[config.mk]
export PLATFORM = sky130hd
export DESIGN_NAME = coreriscv_axi4_locking_grant_demux_2
export DESIGN_NICKNAME = d
export VERILOG_FILES = /design/src/rtl/coreriscv_axi4_locking_grant_demux_2.sv
export SDC_FILE = /design/constraint.sdc
export NUM_CORES = 1
export LEC_CHECK = 0
export ABC_AREA = 1
export BUFFER_PORTS_ARGS = -buffer_cell sky130_fd_sc_hd__buf_2
export CAP_MARGIN = 20
export CORE_AREA = 2 2 94 96
export DETAILED_ROUTE_END_ITERATION = 10
export DIE_AREA = 0 0 96 98
export PLACE_DENSITY = 0.86
export SLEW_MARGIN = 15
export SYNTH_ARGS = -nofsm -noshare
export SYNTH_HDL_FRONTEND = slang
export SYNTH_SLANG_ARGS = --single-unit
export TNS_END_PERCENT = 30
[constraint.sdc]
create_clock -name clk -period 3.55 [get_ports clk]
set_clock_uncertainty 0.2 [all_clocks]
set_input_delay 0.1775 -clock clk [delete_from_list [all_inputs] [get_ports clk]]
set_output_delay 0.1775 -clock clk [all_outputs]
set_load 0.05 [all_outputs]
[src/rtl/coreriscv_axi4_locking_grant_demux_2.sv]
// Routes TileLink grant beats to one of two clients through a single holding
// stage, and keeps an 8-beat data block on one client once its first beat is accepted.
module coreriscv_axi4_locking_grant_demux_2 #(
  parameter int DATA_W = 64
) (
  input  logic              clk,
  input  logic              reset,
  input  logic              io_in_valid,
  output logic              io_in_ready,
  input  logic              io_in_bits_client_id,
  input  logic [1:0]        io_in_bits_client_xact_id,
  input  logic [3:0]        io_in_bits_manager_xact_id,
  input  logic [0:0]        io_in_bits_is_builtin_type,
  input  logic [3:0]        io_in_bits_g_type,
  input  logic [2:0]        io_in_bits_addr_beat,
  input  logic [DATA_W-1:0] io_in_bits_data,
  output logic              io_out_0_valid,
  input  logic              io_out_0_ready,
  output logic [1:0]        io_out_0_bits_client_xact_id,
  output logic [3:0]        io_out_0_bits_manager_xact_id,
  output logic [0:0]        io_out_0_bits_is_builtin_type,
  output logic [3:0]        io_out_0_bits_g_type,
  output logic [2:0]        io_out_0_bits_addr_beat,
  output logic [DATA_W-1:0] io_out_0_bits_data,
  output logic              io_out_1_valid,
  input  logic              io_out_1_ready,
  output logic [1:0]        io_out_1_bits_client_xact_id,
  output logic [3:0]        io_out_1_bits_manager_xact_id,
  output logic [0:0]        io_out_1_bits_is_builtin_type,
  output logic [3:0]        io_out_1_bits_g_type,
  output logic [2:0]        io_out_1_bits_addr_beat,
  output logic [DATA_W-1:0] io_out_1_bits_data,
  output logic              io_locked,
  output logic              io_err
);

  typedef enum logic {
    ST_IDLE,
    ST_LOCKED
  } state_t;

  state_t              r_state, w_state_nxt;
  logic [2:0]          r_cnt, w_cnt_nxt;
  logic                r_lock_dest, w_lock_dest_nxt;
  logic                r_err, w_err_nxt;
  logic                r_full, r_dest;
  logic [1:0]          r_cxid;
  logic [3:0]          r_mxid;
  logic [0:0]          r_builtin;
  logic [3:0]          r_gtype;
  logic [2:0]          r_beat;
  logic [DATA_W-1:0]   r_data;

  logic w_sel_ready, w_accept, w_is_blk, w_route;

  // Only the ready of the output currently holding the beat is ever consulted.
  assign w_sel_ready = r_dest ? io_out_1_ready : io_out_0_ready;
  assign io_in_ready = ~r_full | w_sel_ready;
  assign w_accept    = io_in_valid & io_in_ready;
  assign w_is_blk    = io_in_bits_is_builtin_type[0] & (io_in_bits_g_type == 4'h5);
  assign w_route     = (r_state == ST_LOCKED) ? r_lock_dest : io_in_bits_client_id;

  always_comb begin
    w_state_nxt     = r_state;
    w_cnt_nxt       = r_cnt;
    w_lock_dest_nxt = r_lock_dest;
    w_err_nxt       = r_err;
    if (w_accept) begin
      case (r_state)
        ST_IDLE: begin
          if (w_is_blk) begin
            w_state_nxt     = ST_LOCKED;
            w_cnt_nxt       = r_cnt + 3'd1;
            w_lock_dest_nxt = io_in_bits_client_id;
          end
        end
        ST_LOCKED: begin
          // Misrouted or non-block beats still count toward the burst.
          w_cnt_nxt = r_cnt + 3'd1;
          if (r_cnt == 3'd7) w_state_nxt = ST_IDLE;
          if ((io_in_bits_client_id != r_lock_dest) || !w_is_blk) w_err_nxt = 1'b1;
        end
        default: w_state_nxt = ST_IDLE;
      endcase
    end
  end

  always_ff @(posedge clk or negedge reset) begin
    if (!reset) begin
      r_state     <= ST_IDLE;
      r_cnt       <= '0;
      r_lock_dest <= 1'b0;
      r_err       <= 1'b0;
      r_full      <= 1'b0;
      r_dest      <= 1'b0;
    end else begin
      r_state     <= w_state_nxt;
      r_cnt       <= w_cnt_nxt;
      r_lock_dest <= w_lock_dest_nxt;
      r_err       <= w_err_nxt;
      r_full      <= w_accept | (r_full & ~w_sel_ready);
      if (w_accept) r_dest <= w_route;
    end
  end

  always_ff @(posedge clk) begin
    if (w_accept) begin
      r_cxid    <= io_in_bits_client_xact_id;
      r_mxid    <= io_in_bits_manager_xact_id;
      r_builtin <= io_in_bits_is_builtin_type;
      r_gtype   <= io_in_bits_g_type;
      r_beat    <= io_in_bits_addr_beat;
      r_data    <= io_in_bits_data;
    end
  end

  assign io_out_0_valid = r_full & ~r_dest;
  assign io_out_1_valid = r_full &  r_dest;

  assign io_out_0_bits_client_xact_id  = r_cxid;
  assign io_out_0_bits_manager_xact_id = r_mxid;
  assign io_out_0_bits_is_builtin_type = r_builtin;
  assign io_out_0_bits_g_type          = r_gtype;
  assign io_out_0_bits_addr_beat       = r_beat;
  assign io_out_0_bits_data            = r_data;
  assign io_out_1_bits_client_xact_id  = r_cxid;
  assign io_out_1_bits_manager_xact_id = r_mxid;
  assign io_out_1_bits_is_builtin_type = r_builtin;
  assign io_out_1_bits_g_type          = r_gtype;
  assign io_out_1_bits_addr_beat       = r_beat;
  assign io_out_1_bits_data            = r_data;

  assign io_locked = (r_state == ST_LOCKED);
  assign io_err    = r_err;

endmodule
==> flow_metrics.py, run 1 <==
metrics = {
    "status": {
        "status": "finished clean",
    },
    "yosys": {
        "synthesis.nets": 301,
        "syn_inst": 215,
        "avgSynthCellArea_um2": 15.80,
        "yosysUniqueCellTypes": 18,
        "yosysWarnings": 0,
        "synth.yosys.seq_area_share_pct": 74.84,
        "syn_area_um2": 3397,
        "ys_ff_latch": 86,
        "synth_top_area_cell": "edfxtp_1",
        "synth_top_area_share_pct": 68.95,
        "synthTopCellsByArea": "edfxtp_1, buf_4, dfrtp_1, nand2_1, ha_1",
    },
    "min_path": {
        "holdPathStages": 6,
        "hp-class": "primary input to register",
        "hp-start": "io_out_0_ready",
        "hold_end": "io_locked$_DFFE_PN0P_",
    },
    "grt": {
        "gr-total-overflow": 0,
        "grt_pass1_wl_um": 12630,
        "grtUsageTotal_pct": 18.14,
        "antenna_found_initial": 1,
        "grt_pass1_vias": 2506,
        "grt_max_degree": 87,
    },
    "sta": {
        "maxSlewViolCount": 0,
        "finalHoldViolations": 0,
        "fin_crit_sh_pct": 53.88,
        "slew_headroom_pct": 47.89,
        "period_needed_ns": 1.913,
        "rsz0062_at_grt": "no",
        "fmax_mhz": 522.8,
        "tightest_slew_ns": 0.7816,
        "finalSetupViolations": 0,
        "tns_ns": 0,
    },
    "detailed_routing": {
        "vias": 2511,
        "final_antenna_net_count": 0,
        "drc": 0,
        "wire_per_inst_um": 14.98,
        "drtIter0Drc": 86,
        "vias_per_cell": 4.263,
        "firstDrtPassIters": 4,
        "finalWirelength_um": 8821,
    },
    "run": {
        "cap_violations": 0,
    },
    "power_and_ir_drop": {
        "power.switching_w": 0.001630,
        "p_per_area_nw_per_um2": 678.2,
        "p_leak_nw": 2.402,
        "swShare_pct": 46.46,
        "p_comb_share_pct": 42.7,
        "p_int_w": 0.001878,
        "pwr-share-seq_pct": 40.0,
        "p_clk_share_pct": 17.3,
        "irDropWorstVdd_mv": 0.4502,
    },
    "worst_setup_path": {
        "r2r_slack_ns": 1.64,
        "critPathCaptureType": "register",
        "reg2reg_depth": 5,
        "worst-setup-path-type": "register to register",
        "cp_slowest_stage_delay_ns": 0.51,
        "cp_slowest_cell": "inv_6",
        "worstPathRequired_ns": 3.32,
        "worstSetupStartpointType": "register",
        "cp.arrival_ns": 1.68,
        "crit_chain": "inv_1, nand2_2, nand3_4, nand2_4, inv_6",
        "worstPathMaxFanout": 86,
        "r2r_start": "r_dest$_DFFE_PN0P_",
        "r2r_end": "io_out_0_bits_data[57]$_DFFE_PP_",
    },
    "clocking": {
        "clk_pin_slew_worst_paths_ns": 0.09,
        "clock-sinks": 86,
        "htree_levels": 3,
        "root_buffer": "clkbuf_8",
        "clk_path_buf_depth": 2,
        "clkLatencyLatePin_ns": 0.34,
        "cts-buffers-inserted": 9,
        "cts_tree": "built",
    },
    "floorplanning": {
        "die_area_um2": 9408,
        "initial_core_util_pct": 40.13,
        "coreArea_um2": 8466,
        "die_h_um": 98,
        "chipWidth_um": 96,
        "rows": 34,
        "pin_count": 245,
    },
    "layout": {
        "drive_above_1_share_pct": 55.63,
        "nNetsFinal": 561,
        "final_area_um2": 5172,
        "area_growth_pct": 52.27,
    },
    "place": {
        "hpwlAfterDp_um": 5792,
        "dpl_cell_area_um2": 4168,
        "globalplace.congestion": 0.7771,
        "port_buffers": 244,
    },
}
==> Yosys cell counts <==
| master | n |
|---|---|
| ha_1 | 2 |
| inv_6 | 1 |
| dfrtp_1 | 8 |
| nand3_4 | 1 |
| nand3b_1 | 1 |
| o21ai_1 | 2 |
| buf_4 | 78 |
| inv_2 | 2 |
| nand2_2 | 1 |
| nand4_1 | 1 |
| nand2_4 | 2 |
| nor2_1 | 3 |
| nand2_1 | 23 |
| xnor2_1 | 1 |
| o21ai_2 | 1 |
| nand3_1 | 4 |
| edfxtp_1 | 78 |
| inv_1 | 6 |
==> flip-flops by register name, summed over array words and instances, names as in the netlist <==
signal,count
io_err,1
io_locked,1
io_out_0_bits_addr_beat,3
io_out_0_bits_client_xact_id,2
io_out_0_bits_data,64
io_out_0_bits_g_type,4
io_out_0_bits_is_builtin_type,1
io_out_0_bits_manager_xact_id,4
r_cnt,3
r_dest,1
r_full,1
r_lock_dest,1
==> cell usage in the layout (no fill, tap or decap) <==
cell / instances
buf_2: 244
dlygate4sd3_1: 83
edfxtp_1: 78
nand2_1: 23
clkbuf_8: 9
dfrtp_1: 8
inv_1: 6
inv_6: 4
nand3_1: 4
nor2_1: 3
nand2_4: 2
inv_2: 2
o21ai_1: 2
ha_1: 2
clkinv_2: 2
diode_2: 1
nand2_2: 1
nand3_4: 1
o21ai_2: 1
nand3b_1: 1
nand4_1: 1
xnor2_1: 1
clkinv_1: 1
clkinvlp_4: 1
==> per-layer routing <==
metal | GRT usage, % | share of wire [%] | vias up
li1 | - | - | 1178
met1 | 19.34 | 36 | 1181
met2 | 33.65 | 55 | 143
met3 | 5.941 | 7.9 | 9
met4 | 4.615 | 1.3 | 0
met5 | 0 | 0 | -
==> worst max path at each step <==
stage	cells past startpoint	end	slack, ns	from
final	5	io_out_0_bits_data[57]$_DFFE_PP_	1.64	r_dest$_DFFE_PN0P_
after global routing	5	io_out_0_bits_data[19]$_DFFE_PP_	1.55	r_dest$_DFFE_PN0P_
after CTS	5	io_out_0_bits_addr_beat[1]$_DFFE_PP_	1.66	r_dest$_DFFE_PN0P_
after detailed placement	5	io_out_0_bits_data[56]$_DFFE_PP_	1.69	r_dest$_DFFE_PN0P_
after global placement	5	io_out_0_bits_data[44]$_DFFE_PP_	1.76	r_dest$_DFFE_PN0P_
after floorplan	5	io_out_0_bits_addr_beat[0]$_DFFE_PP_	1.76	r_dest$_DFFE_PN0P_
==> cell families after synthesis <==
| logic type | share of synthesized area [%] |
|---|---|
| XOR/XNOR | 0.2579 |
| AND/OR/NAND/NOR | 5.230 |
| buffers and inverters | 18.38 |
| adder cells (fa/ha/maj) | 0.7365 |
| AO/OA/AOI/OAI | 0.5525 |
| flip-flops | 74.84 |
==> repair_timing <==
action / CTS / global route
buffers inserted: 0 / 0
hold buffers: 83 / 0
gates resized for setup: 0 / 0
endpoints found under the hold margin: 90 / 0
==> cell type report <==
cell class	count	area, um2
Clock inverter	7	47.55
Clock buffer	9	123.9
Inverter	9	38.79
Fill cell	653	3293
Tap cell	108	135.1
Timing Repair Buffer	327	2052
Sequential cell	86	2542
Multi-Input combinational cell	42	230.2
Antenna cell	1	2.502
==> critical path: cells and delay by family, from the launching register on <==
| family | cells | cell delay, ns |
|---|---|---|
| buf+inv | 2 | 0.60 |
| flops | 1 | 0.41 |
| simple gates | 3 | 0.21 |
==> metrics by stage <==
stage                     setup WS, ns  hold slack, ns  cells  utilization [%]  total power (W)
after CTS                        1.659         0.07778    588            61.07         0.003533
after global placement           1.760         -0.1726    489            49.23         0.002822
after detailed placement         1.686         -0.1690    489            49.23         0.002846
final                            1.637         0.09878    589            61.10         0.003508
after floorplan                  1.764         -0.3181    215                -         0.002660
after global routing             1.553          0.1129    588            61.07         0.003651
==> power groups by stage <==
stage,Combinational (W),Clock (W),Sequential [W]
2_1_floorplan,0.000805,0,0.00185
3_3_place_gp,0.00141,0,0.00141
3_5_place_dp,0.00142,0,0.00142
4_1_cts,0.00150,0.000633,0.00140
5_1_grt,0.00156,0.000666,0.00142
6_report,0.00150,0.000606,0.00140
No activity file was read; power rests on OpenSTA's default activity.
==> run 2: changes to the inputs <==
--- a/config.mk
+++ b/config.mk
@@ -8,10 +8,10 @@
 export ABC_AREA = 1
 export BUFFER_PORTS_ARGS = -buffer_cell sky130_fd_sc_hd__buf_2
 export CAP_MARGIN = 20
-export CORE_AREA = 2 2 94 96
+export CORE_AREA = 2 2 95 97
 export DETAILED_ROUTE_END_ITERATION = 10
-export DIE_AREA = 0 0 96 98
-export PLACE_DENSITY = 0.86
+export DIE_AREA = 0 0 97 99
+export PLACE_DENSITY = 0.84
 export SLEW_MARGIN = 15
 export SYNTH_ARGS = -nofsm -noshare
 export SYNTH_HDL_FRONTEND = slang
==> constraint.sdc (replaced) <==
create_clock -name clk -period 1.9 [get_ports clk]
set_clock_uncertainty 0.2 [all_clocks]
set_input_delay 0.095 -clock clk [delete_from_list [all_inputs] [get_ports clk]]
set_output_delay 0.095 -clock clk [all_outputs]
set_load 0.05 [all_outputs]
==> flow_metrics.py, run 2 (synthesis results as in run 1) <==
metrics = {
    "status": {
        "status": "finished clean",
    },
    "worst_setup_path": {
        "cp_slowest_stage_delay_ns": 0.41,
        "crit_chain": "inv_1, nand2_2, nand3_4, nand2_4, inv_6, buf_12",
        "worst-setup-path-type": "register to register",
        "worstPathMaxFanout": 47,
        "critPathCaptureType": "register",
        "worstSetupStartpointType": "register",
        "cp.arrival_ns": 1.40,
        "worstPathRequired_ns": 1.72,
        "cp_slowest_cell": "dfrtp_1",
    },
    "sta": {
        "tns_ns": 0,
        "slew_headroom_pct": 73.81,
        "fmax_mhz": 633.0,
        "fin_crit_sh_pct": 83.15,
        "tightest_slew_ns": 0.3916,
        "finalSetupViolations": 0,
        "maxSlewViolCount": 0,
        "rsz0062_at_grt": "no",
        "finalHoldViolations": 0,
        "period_needed_ns": 1.580,
    },
    "layout": {
        "drive_above_1_share_pct": 55.28,
        "layout_common_cells": "buf_2, dlygate4sd3_1, edfxtp_1, nand2_1, clkbuf_8",
        "insertedDiodeCount": 0,
        "mostFrequentLayoutCell": "buf_2",
        "area_growth_pct": 54.22,
        "stdcell_count": 591,
        "largest_register_ffs": 64,
        "nNetsFinal": 564,
    },
    "detailed_routing": {
        "finalWirelength_um": 8813,
        "drc": 0,
        "vias": 2465,
        "wire_per_inst_um": 14.91,
        "drtIter0Drc": 60,
        "firstDrtPassIters": 4,
        "vias_per_cell": 4.171,
        "final_antenna_net_count": 0,
    },
    "min_path": {
        "hp-class": "primary input to register",
    },
    "floorplanning": {
        "die_h_um": 99,
        "initial_core_util_pct": 39.73,
        "pin_count": 245,
        "coreArea_um2": 8551,
        "die_area_um2": 9603,
        "chipWidth_um": 97,
        "rows": 34,
    },
    "power_and_ir_drop": {
        "irDropWorstVdd_mv": 0.5661,
        "power.total_w": 0.006698,
        "p_leak_nw": 2.428,
        "p_per_area_nw_per_um2": 1279,
    },
    "place": {
        "dp_cells": 491,
        "hpwlAfterDp_um": 6140,
        "globalplace.congestion": 0.8208,
        "port_buffers": 244,
    },
    "clocking": {
        "clk_pin_slew_worst_paths_ns": 0.08,
        "cts_tree": "built",
        "cts_hold_buf": 84,
        "clock-sinks": 86,
        "cts-buffers-inserted": 9,
        "htree_levels": 3,
        "clkLatencyLatePin_ns": 0.33,
        "root_buffer": "clkbuf_8",
        "ctsResizeCount": 0,
        "clk_path_buf_depth": 2,
        "cts_setup_buffers": 0,
    },
    "grt": {
        "gr-total-overflow": 0,
        "grt_pass1_vias": 2530,
        "grt_max_degree": 48,
        "antenna_found_initial": 0,
        "grtUsageTotal_pct": 17.54,
        "grt_pass1_wl_um": 12920,
    },
    "run": {
        "cap_violations": 0,
    },
}
[run 2: cell types whose count changed in the layout (fill, tap and decap cells not counted), moves of 2 or more]
cell / previous run / this run
buf_12: 0 / 2
clkinv_4: 0 / 2
inv_6: 4 / 1
clkinv_2: 2 / 0
[run 2: report_power, final]
| part | internal, W | switching (W) | leakage (nW) |
|---|---|---|---|
| registers | 0.00245 | 0.000173 | 0.836 |
| logic | 0.000616 | 0.00224 | 1.50 |
| clock network | 0.000604 | 0.000620 | 0.0915 |
[run 2: final cells by class]
class | instances | area (um2)
multi-input combinational | 42 | 230.2
clock inverter | 6 | 62.56
fill | 672 | 3312
timing repair buffer | 330 | 2102
sequential | 86 | 2542
clock buffer | 10 | 127.6
tap | 108 | 135.1
inverter | 9 | 38.79
[run 2: metal layers]
layer / share of wire (%) / GRT usage [%] / up-vias
li1: - / - / 1184
met1: 38 / 19.74 / 1144
met2: 53 / 31.73 / 121
met3: 6.6 / 5.035 / 16
met4: 2.3 / 6.501 / 0
met5: 0 / 0 / -
[run 2: critical path: cells and delay by family (launching register included)]
kind,cells,cell delay (ns)
buffers and inverters,3,0.39
DFF,1,0.41
and+or+nand+nor,3,0.22
[run 2: through the flow]
step	utilization, %	cell area [um2]	hold WS, ns	worst slack, ns
floorplan	-	3397	-0.4006	0.1140
global placement	49.21	4208	-0.2530	0.3694
detailed placement	49.21	4208	-0.2459	0.3284
CTS	61.27	5239	0.04017	0.2985
global route	61.27	5239	0.08163	0.2199
finish	61.27	5239	0.05512	0.3202
[run 2: path summary, 6_finish.rpt]
path,startpoint,endpoint,slack [ns],cells after the start
max,r_dest$_DFFE_PN0P_,io_out_0_bits_data[6]$_DFFE_PP_,0.32,6
min,io_out_1_ready,io_locked$_DFFE_PN0P_,0.06,6
max reg2reg,r_dest$_DFFE_PN0P_,io_out_0_bits_data[6]$_DFFE_PP_,0.32,6
min reg2reg,io_err$_DFFE_PN0P_,io_err$_DFFE_PN0P_,0.26,2
max in group asynchronous,reset,io_err$_DFFE_PN0P_,0.69,3
min in group asynchronous,reset,r_cnt[0]$_DFFE_PN0P_,0.53,3
==> run 3: changes to the inputs <==
--- a/config.mk
+++ b/config.mk
@@ -8,10 +8,10 @@
 export ABC_AREA = 1
 export BUFFER_PORTS_ARGS = -buffer_cell sky130_fd_sc_hd__buf_2
 export CAP_MARGIN = 20
-export CORE_AREA = 2 2 95 97
+export CORE_ASPECT_RATIO = 2
+export CORE_UTILIZATION = 37
 export DETAILED_ROUTE_END_ITERATION = 10
-export DIE_AREA = 0 0 97 99
-export PLACE_DENSITY = 0.84
+export PLACE_DENSITY = 0.83
 export SLEW_MARGIN = 15
 export SYNTH_ARGS = -nofsm -noshare
 export SYNTH_HDL_FRONTEND = slang
==> constraint.sdc (replaced) <==
create_clock -name clk -period 1.4 [get_ports clk]
set_clock_uncertainty 0.2 [all_clocks]
set_input_delay 0.07 -clock clk [delete_from_list [all_inputs] [get_ports clk]]
set_output_delay 0.07 -clock clk [all_outputs]
set_load 0.05 [all_outputs]
==> flow_metrics.py, run 3 (synthesis results as in run 1) <==
metrics = {
    "grt": {
        "antenna_found_initial": 0,
        "grt_pass1_vias": 2595,
        "grt_max_degree": 18,
        "gr-total-overflow": 0,
        "grtUsageTotal_pct": 18.22,
        "grt_pass1_wl_um": 12970,
    },
    "status": {
        "violations": "negative setup slack",
        "status": "complete, but fails checks",
    },
    "detailed_routing": {
        "vias": 2581,
        "drc": 0,
        "finalWirelength_um": 9458,
        "drtIter0Drc": 117,
        "vias_per_cell": 4.287,
        "firstDrtPassIters": 4,
        "wire_per_inst_um": 15.71,
        "final_antenna_net_count": 0,
    },
    "place": {
        "hpwlAfterDp_um": 6600,
        "port_buffers": 244,
        "globalplace.congestion": 0.7998,
    },
    "sta": {
        "tightest_slew_ns": 0.3994,
        "fmax_mhz": 678.2,
        "finalSetupViolations": 84,
        "rsz0062_at_grt": "yes",
        "slew_headroom_pct": 73.29,
        "period_needed_ns": 1.475,
        "finalHoldViolations": 0,
        "maxSlewViolCount": 0,
        "fin_crit_sh_pct": 105.3,
        "fin_ws_ns": -0.07459,
    },
    "worst_setup_path": {
        "worstPathMaxFanout": 3,
        "cp.arrival_ns": 1.20,
        "r2r_slack_ns": -0.06,
        "cp.buffers_inverters": 3,
        "cp_slowest_stage_delay_ns": 0.38,
        "crit_family": "flip-flops",
        "worstSetupStartpointType": "register",
        "cp_slowest_cell": "dfrtp_1",
        "critPathCaptureType": "output port",
        "cp-startpoint": "r_dest$_DFFE_PN0P_",
        "worst-setup-path-type": "register to output port",
        "worstPathRequired_ns": 1.13,
        "r2r_start": "r_dest$_DFFE_PN0P_",
        "r2r_end": "io_out_0_bits_data[60]$_DFFE_PP_",
        "crit_chain": "inv_2, nand2_2, nand3_4, buf_6, buf_8",
        "reg2reg_depth": 6,
    },
    "run": {
        "cap_violations": 0,
    },
    "power_and_ir_drop": {
        "swShare_pct": 42.83,
        "p_clk_share_pct": 20.4,
        "pwr-share-seq_pct": 35.6,
        "power.switching_w": 0.004291,
        "p_int_w": 0.005727,
        "irDropWorstVdd_mv": 1.240,
        "p_comb_share_pct": 44.0,
        "power.total_w": 0.01002,
        "p_per_area_nw_per_um2": 1786,
        "p_leak_nw": 2.602,
    },
    "floorplanning": {
        "die_area_um2": 9592,
        "coreArea_um2": 8951,
        "rows": 49,
        "die_h_um": 137.5,
        "chipWidth_um": 69.76,
        "initial_core_util_pct": 37.95,
        "pin_count": 245,
    },
    "layout": {
        "insertedDiodeCount": 0,
        "nNetsFinal": 582,
        "area_growth_pct": 65.08,
        "fin_util_pct": 62.65,
        "layout_common_cells": "buf_2, dlygate4sd3_1, edfxtp_1, nand2_1, clkbuf_16",
        "drive_above_1_share_pct": 58.20,
        "mostFrequentLayoutCell": "buf_2",
        "largest_register_ffs": 64,
    },
    "clocking": {
        "root_buffer": "clkbuf_16",
        "cts_tree": "built",
        "cts-buffers-inserted": 9,
        "clock-sinks": 86,
        "clk_path_buf_depth": 2,
        "clkLatencyLatePin_ns": 0.32,
        "clk_pin_slew_worst_paths_ns": 0.05,
        "htree_levels": 3,
    },
    "min_path": {
        "hold_end": "r_full$_DFF_PN0_",
        "holdPathStages": 6,
        "hp-class": "primary input to register",
        "hp-start": "io_out_0_ready",
    },
}
-- run 3: metal layers --
layer	GRT usage, %	routed length, um	part of all wire, %	up-vias
met2	33.93	5372	57	120
met3	3.584	540	5.7	8
met1	19.76	3400	36	1231
met4	8.222	144	1.5	0
met5	0	0	0	-
li1	-	-	-	1222
-- run 3: how the worst max path moves through the flow --
stage                                           end  slack (ns)  depth (start not counted)
2_1_floorplan  io_out_0_bits_addr_beat[0]$_DFFE_PP_       -0.15                          5
3_5_place_dp       io_out_0_bits_data[60]$_DFFE_PP_       -0.05                          6
6_report                                io_in_ready       -0.07                          5
4_1_cts                                 io_in_ready        -0.1                          5
3_3_place_gp   io_out_0_bits_addr_beat[1]$_DFFE_PP_       -0.03                          6
5_1_grt                        r_cnt[0]$_DFFE_PN0P_       -0.13                          8
-- run 3: timing repair --
action,4_1_cts,5_1_grt
gates cloned,0,4
setup endpoints to repair,81,85
hold buffers,82,0
pin swaps,0,1
setup buffers,1,2
resized for setup,12,12
endpoints found under the hold margin,90,0
-- run 3: final cells by class --
class | count | area [um2]
Sequential cell | 86 | 2542
Inverter | 9 | 60.06
Clock inverter | 4 | 25.02
Timing Repair Buffer | 347 | 2350
Fill cell | 686 | 3343
Timing Repair inverter | 1 | 16.27
Tap cell | 102 | 127.6
Clock buffer | 11 | 232.7
Multi-Input combinational cell | 42 | 254.0
-- run 3: stage by stage --
stage               setup TNS [ns]  setup slack, ns  hold slack (ns)  area (um2)  cells
floorplan                   -12.18          -0.1494          -0.4256        3417    215
global placement            -1.499         -0.03124          -0.2778        4330    498
detailed placement          -3.286         -0.05395          -0.2745        4330    498
CTS                         -5.312         -0.09705          0.05342        5456    596
global route                -7.714          -0.1302           0.1049        5608    602
finish                      -3.371         -0.07459          0.08697        5608    602
-- run 3: power by group through the flow --
stage / Sequential, W / Clock (W) / Combinational [W]
after global routing: 0.00361 / 0.00221 / 0.00458
after global placement: 0.00358 / 0 / 0.00387
after CTS: 0.00356 / 0.00212 / 0.00421
final: 0.00357 / 0.00205 / 0.00440
after detailed placement: 0.00360 / 0 / 0.00391
after floorplan: 0.00470 / 0 / 0.00208
-- run 3: worst register-to-register path, cell delays in order, from the launching register on --
cell       delay [ns]
dfrtp_1          0.40
inv_2            0.07
nand2_2          0.06
nand3_4          0.09
nand2_8          0.11
clkinv_16        0.10
clkbuf_16        0.16
